`src/rtl/regfile8_clr.sv`:
```
// regfile8_clr: eight-entry register file with one write port, two
// combinational read ports and a sequenced bulk-clear engine.
// Optional build macro: REGFILE_BYPASS_EN (write-through forwarding on reads).
module regfile8_clr #(
    parameter int WIDTH = 8
) (
    input  logic             clk,
    input  logic             rst_n,
    input  logic             wr_en,
    input  logic [2:0]       wr_addr,
    input  logic [WIDTH-1:0] wr_data,
    input  logic [2:0]       rd_addr_a,
    output logic [WIDTH-1:0] rd_data_a,
    input  logic [2:0]       rd_addr_b,
    output logic [WIDTH-1:0] rd_data_b,
    input  logic             clr_start,
    output logic             busy,
    output logic             clr_done,
    output logic             wr_drop
);

    typedef enum logic {
        IDLE  = 1'b0,
        CLEAR = 1'b1
    } state_t;

    state_t           state_reg;
    logic [2:0]       cnt_reg;
    logic             busy_reg;
    logic             clr_done_reg;
    logic             wr_drop_reg;
    logic [WIDTH-1:0] regs [8];

    // Decoder enable: writes are only honoured while no sweep is running.
    logic             wr_accept;
    logic [7:0]       wr_strobe;
    logic [7:0]       clr_strobe;

    assign wr_accept = wr_en & ~busy_reg;

    genvar gi;
    generate
        for (gi = 0; gi < 8; gi++) begin : g_reg
            // 3-to-8 decode of the write address and of the sweep pointer.
            assign wr_strobe[gi]  = wr_accept & (wr_addr == 3'(gi));
            assign clr_strobe[gi] = (state_reg == CLEAR) & (cnt_reg == 3'(gi));

            // Per-register storage; clear and write strobes are mutually
            // exclusive because writes are gated off while sweeping.
            always_ff @(posedge clk or negedge rst_n) begin
                if (!rst_n) begin
                    regs[gi] <= '0;
                end else if (clr_strobe[gi]) begin
                    regs[gi] <= '0;
                end else if (wr_strobe[gi]) begin
                    regs[gi] <= wr_data;
                end
            end
        end
    endgenerate

    // Clear sequencer: one register zeroed per edge, done pulse after reg 7.
    always_ff @(posedge clk or negedge rst_n) begin
        if (!rst_n) begin
            state_reg    <= IDLE;
            cnt_reg      <= 3'd0;
            busy_reg     <= 1'b0;
            clr_done_reg <= 1'b0;
        end else begin
            clr_done_reg <= 1'b0;
            case (state_reg)
                IDLE: begin
                    if (clr_start) begin
                        state_reg <= CLEAR;
                        cnt_reg   <= 3'd0;
                        busy_reg  <= 1'b1;
                    end
                end
                CLEAR: begin
                    // clr_start is deliberately ignored here: no restart, no queueing.
                    cnt_reg <= cnt_reg + 3'd1;
                    if (cnt_reg == 3'd7) begin
                        state_reg    <= IDLE;
                        busy_reg     <= 1'b0;
                        clr_done_reg <= 1'b1;
                    end
                end
                default: begin
                    state_reg <= IDLE;
                    busy_reg  <= 1'b0;
                end
            endcase
        end
    end

    // Rejected-write flag, high for the cycle after a write hit a busy sweep.
    always_ff @(posedge clk or negedge rst_n) begin
        if (!rst_n) begin
            wr_drop_reg <= 1'b0;
        end else begin
            wr_drop_reg <= wr_en & busy_reg;
        end
    end

    assign busy     = busy_reg;
    assign clr_done = clr_done_reg;
    assign wr_drop  = wr_drop_reg;

`ifdef REGFILE_BYPASS_EN
    // Write-through forwarding: an accepted write is visible in the same cycle.
    always_comb begin
        rd_data_a = regs[rd_addr_a];
        rd_data_b = regs[rd_addr_b];
        if (wr_accept && (rd_addr_a == wr_addr)) rd_data_a = wr_data;
        if (wr_accept && (rd_addr_b == wr_addr)) rd_data_b = wr_data;
    end
`else
    // Plain read muxes: stored contents only.
    always_comb begin
        rd_data_a = regs[rd_addr_a];
        rd_data_b = regs[rd_addr_b];
    end
`endif

endmodule
```
`config.mk`:
```
export PLATFORM = sky130hd
export DESIGN_NAME = regfile8_clr
export DESIGN_NICKNAME = d
export VERILOG_FILES = /design/src/rtl/regfile8_clr.sv
export SDC_FILE = /design/constraint.sdc
export NUM_CORES = 1
export LEC_CHECK = 0
export ABC_AREA = 1
export CAP_MARGIN = 20
export CORE_MARGIN = 10
export CORE_UTILIZATION = 63
export CTS_BUF_LIST = sky130_fd_sc_hd__clkbuf_4 sky130_fd_sc_hd__clkbuf_8 sky130_fd_sc_hd__clkbuf_16
export CTS_CLUSTER_SIZE = 14
export DETAILED_ROUTE_END_ITERATION = 12
export GPL_TIMING_DRIVEN = 0
export PLACE_DENSITY = 0.95
export SLEW_MARGIN = 20
export SYNTH_ARGS = -nofsm -noshare
export SYNTH_HDL_FRONTEND = slang
export SYNTH_SLANG_ARGS = --single-unit
export TNS_END_PERCENT = 10
```
`constraint.sdc`:
```
create_clock -name clk -period 4.2 [get_ports clk]
set_input_delay 0.84 -clock clk [delete_from_list [all_inputs] [get_ports clk]]
set_output_delay 0.84 -clock clk [all_outputs]
set_load 0.05 [all_outputs]
```
==> metrics list <==
- The critical path is of the input port to output pin type.
- Met3 usage: 0.0694
- Cell area power density: 576 mW/mm2
- TritonCTS built the clock tree.
- Worst clock skew: 0.00931 ns
* Number of I/O port buffers: 25
- Along the worst path, the maximum fanout reaches 10.
* Max stage delay cell, worst path: sky130_fd_sc_hd__clkdlybuf4s50_1
- In this run the cell area of the synthesized design comes to 0.00462 mm2.
- Counting stages on the worst path, the most repeated cell is sky130_fd_sc_hd__nand2_1.
* Setup repair after global routing missed its margin: false
* Antenna cell count: 0
- Number of buffers created by CTS: 9
* Pin count of the biggest net entering global routing: 51
* Number of antenna violations at the first check in global routing: 0
- Capturing point of the worst reg2reg path: regs[38]
- In this run the mean area of a mapped cell was 6.54 um2.
* Fraction of layout instances using a drive strength above 1: 0.0868
- Arrival time of the worst setup path: 2.61 ns
- The worst register-to-register path begins at cnt_reg[0].
* Post-cts gate resize count: 0
- After routing, the total negative slack on setup checks comes to 0 ns.
- P_leak: 3.00 nW
- Synthesis produced a netlist with a net count of 735.
- Total gr overflow: 0
- Counting flops and latches in the post-synthesis netlist gives 71.
- After clock tree synthesis, the flow added hold-fix buffers numbering 0.
- The share of total power dissipated in sequential elements is 0.372.
- For this run, design rule violations remaining after detail routing come to 0.
- Max-cap violations in this run came to 0.
- The count of final hold-check violations is 0.
* Bufs on Longest Clock Path: 2
* Layout area overhead: 13.0%
* Unique masters post-synth: 19
- Cell Int Power: 0.00164 W
* Timing-limited maximum frequency: 290 MHz
- For met1 alone, demand over resource in global routing was 0.346.
- Detailed placement finished with a half-perimeter wire length of 10900 um.
- Most used routing layer: met2
- For the worst-skew pair, the clock arrives at the later sink with an insertion delay of 0.36 ns.
- The routed design could run at a clock period as short as 3.45 ns.
- In this run the worst setup path terminates at rd_data_b[1].
- The initial utilization of the core area, before any placement, comes to 0.644.
- Setup violations remaining at the end of the flow were counted as 0.
- The clock net in this run drives a total of 71 sinks.
- STA classifies the critical path endpoint as an output pin.
- For met2 alone, demand over resource in global routing was 0.399.
- The register with the most flip-flops in the layout has 64 of them.
- Summed over all nets, the switching power comes to 0.00137 W.
- Most frequent standard cell in the layout excluding fill and tap cells: sky130_fd_sc_hd__nand2_1
- Cell Chain, Critical Path: buf_4 -> clkbuf_1 -> nand3_1 -> nand2_1 -> nand2_1 -> nand2_1 -> clkdlybuf4s50_1
- After clock tree synthesis, the clock-pin slew on the worst setup and hold paths is 0.07 ns.
- Slew @ Worst Pin: 0.581 ns
- Count of synthesis-stage warnings from yosys: 0
* Total number of cells along the worst setup path: 7
* Total Die Area: 0.0112 mm2
* Iter 0 DRT Violations: 692
* Placer congestion estimate: 0.987
- The first global-routing pass estimated 23900 um of wire.
* Horizontal extent of the die: 106 um
- Root buffer cell: sky130_fd_sc_hd__clkbuf_8
* Final critical-path share of the clock period: 0.822
- In this run the tightest slew margin relative to its limit is 0.613.
- Net count of the finished layout: 772
- Commonest cells after routing, fill and taps aside: 284 x sky130_fd_sc_hd__nand2_1, 166 x sky130_fd_sc_hd__nand3_1, 81 x sky130_fd_sc_hd__inv_1
* Cells after Synth: 707
- The die is 106 um tall.
- Post-route cell area: 0.00523 mm2
- Total track usage: 0.261
* Rows: 31
- The kind of cell with the highest combined delay along the critical path is buffers and inverters.
- Buffers inserted during post-CTS setup optimization: 0
- Together, buffers and inverters on the worst path number 3.
- For this design the top-level I/O count stands at 40.
* Critical path required time: 3.36 ns
- Vias: 5035
- STA classifies the critical path startpoint as an input port.
- The run finished with clean final reports.
- In this run the worst setup path begins at rd_addr_b[1].
- Worst reg-to-reg path cell count: 6
- Vias per std cell: 5.94
* Class of the tightest hold or removal check: input port to async pin
- Mean routed wirelength per cell: 17.4 um
- Of the synthesized area, sequential elements account for 0.384.
* Peak VDD IR: 0.440 mV
- Number of nets still failing antenna checks after routing: 0
- At the end of the flow the core is filled with cells to 0.728.
* Total count of max-transition violations in the final report: 0
- Via count of the first global-routing pass: 4660
- The share of total power dissipated in the clock network is 0.185.
* DRT Wirelength: 14700 um
- Across all register-to-register paths, the minimum setup slack is 2.55 ns.
- In this run the standard cell core region covers 0.00718 mm2.
- Placed standard-cell area: 0.00502 mm2
- In this design, the stage delay of the slowest critical-path cell is 0.80 ns.
- The first detailed-routing pass ran for 7 iterations.
- Number of H-tree branching levels: 3
* Portion of total power attributed to combinational logic: 0.443
* Sw frac: 0.456
-- worst min-delay path by stage --
stage,from,end,cells after the start
floorplan,regs[0],regs[0],2
global placement,regs[63],regs[63],2
detailed placement,regs[62],regs[62],2
CTS,rst_n,regs[57],1
global route,rst_n,regs[60],1
finish,rst_n,regs[49],1
-- power groups by stage --
stage                     clock network, W  logic [W]  registers (W)
after CTS                         0.000552    0.00130        0.00111
final                             0.000558    0.00133        0.00112
after global placement                   0    0.00124        0.00110
after floorplan                          0   0.000910        0.00108
after global routing              0.000586    0.00147        0.00114
after detailed placement                 0    0.00129        0.00112
-- Yosys cell counts (all sizes together) --
library cell,number,area [um2]
o21ai,4,20.0
buf,38,209
clkinv,1,3.75
nand2,289,1100
clkbuf,5,18.8
o22ai,1,6.26
nor2,8,47.5
nand3,167,841
inv,84,315
dfrtp,71,1780
nand4,32,200
ha,7,87.6
-- routing by layer --
metal | wire [um] | share of wire
met5 | 0 | 0
met4 | 379 | 0.026
met3 | 1930 | 0.13
met2 | 6570 | 0.45
met1 | 5860 | 0.40
-- metrics by stage --
step	total power [W]	cells	hold slack, ns	worst slack, ns
CTS	0.00296	848	0.382	0.770
finish	0.00301	848	0.372	0.748
global placement	0.00234	831	0.480	0.101
floorplan	0.00199	707	0.469	1.56
global route	0.00319	848	0.394	0.637
detailed placement	0.00241	832	0.491	0.770
-- cells by family (layout without fill, tap and decap cells) --
| kind of cell | after synthesis | in the layout | share of synthesized area |
|---|---|---|---|
| adders and majority gates | 7 | 7 | 0.0189 |
| AOI/OAI and AO/OA | 5 | 5 | 0.00568 |
| buffers and inverters | 128 | 170 | 0.118 |
| DFF | 71 | 71 | 0.384 |
| and+or+nand+nor | 496 | 496 | 0.473 |
-- area by class of cell --
| cell class | instances | area [um2] |
|---|---|---|
| plain buffers | 43 | 228 |
| clock buffers | 11 | 145 |
| clock inverters | 5 | 57.6 |
| fillers | 576 | 1950 |
| inverters | 85 | 319 |
| multi-input cells | 508 | 2300 |
| flip-flops and latches | 71 | 1780 |
| well taps | 99 | 124 |
| repair buffers | 26 | 275 |
Power figures use the tool's default switching activity.
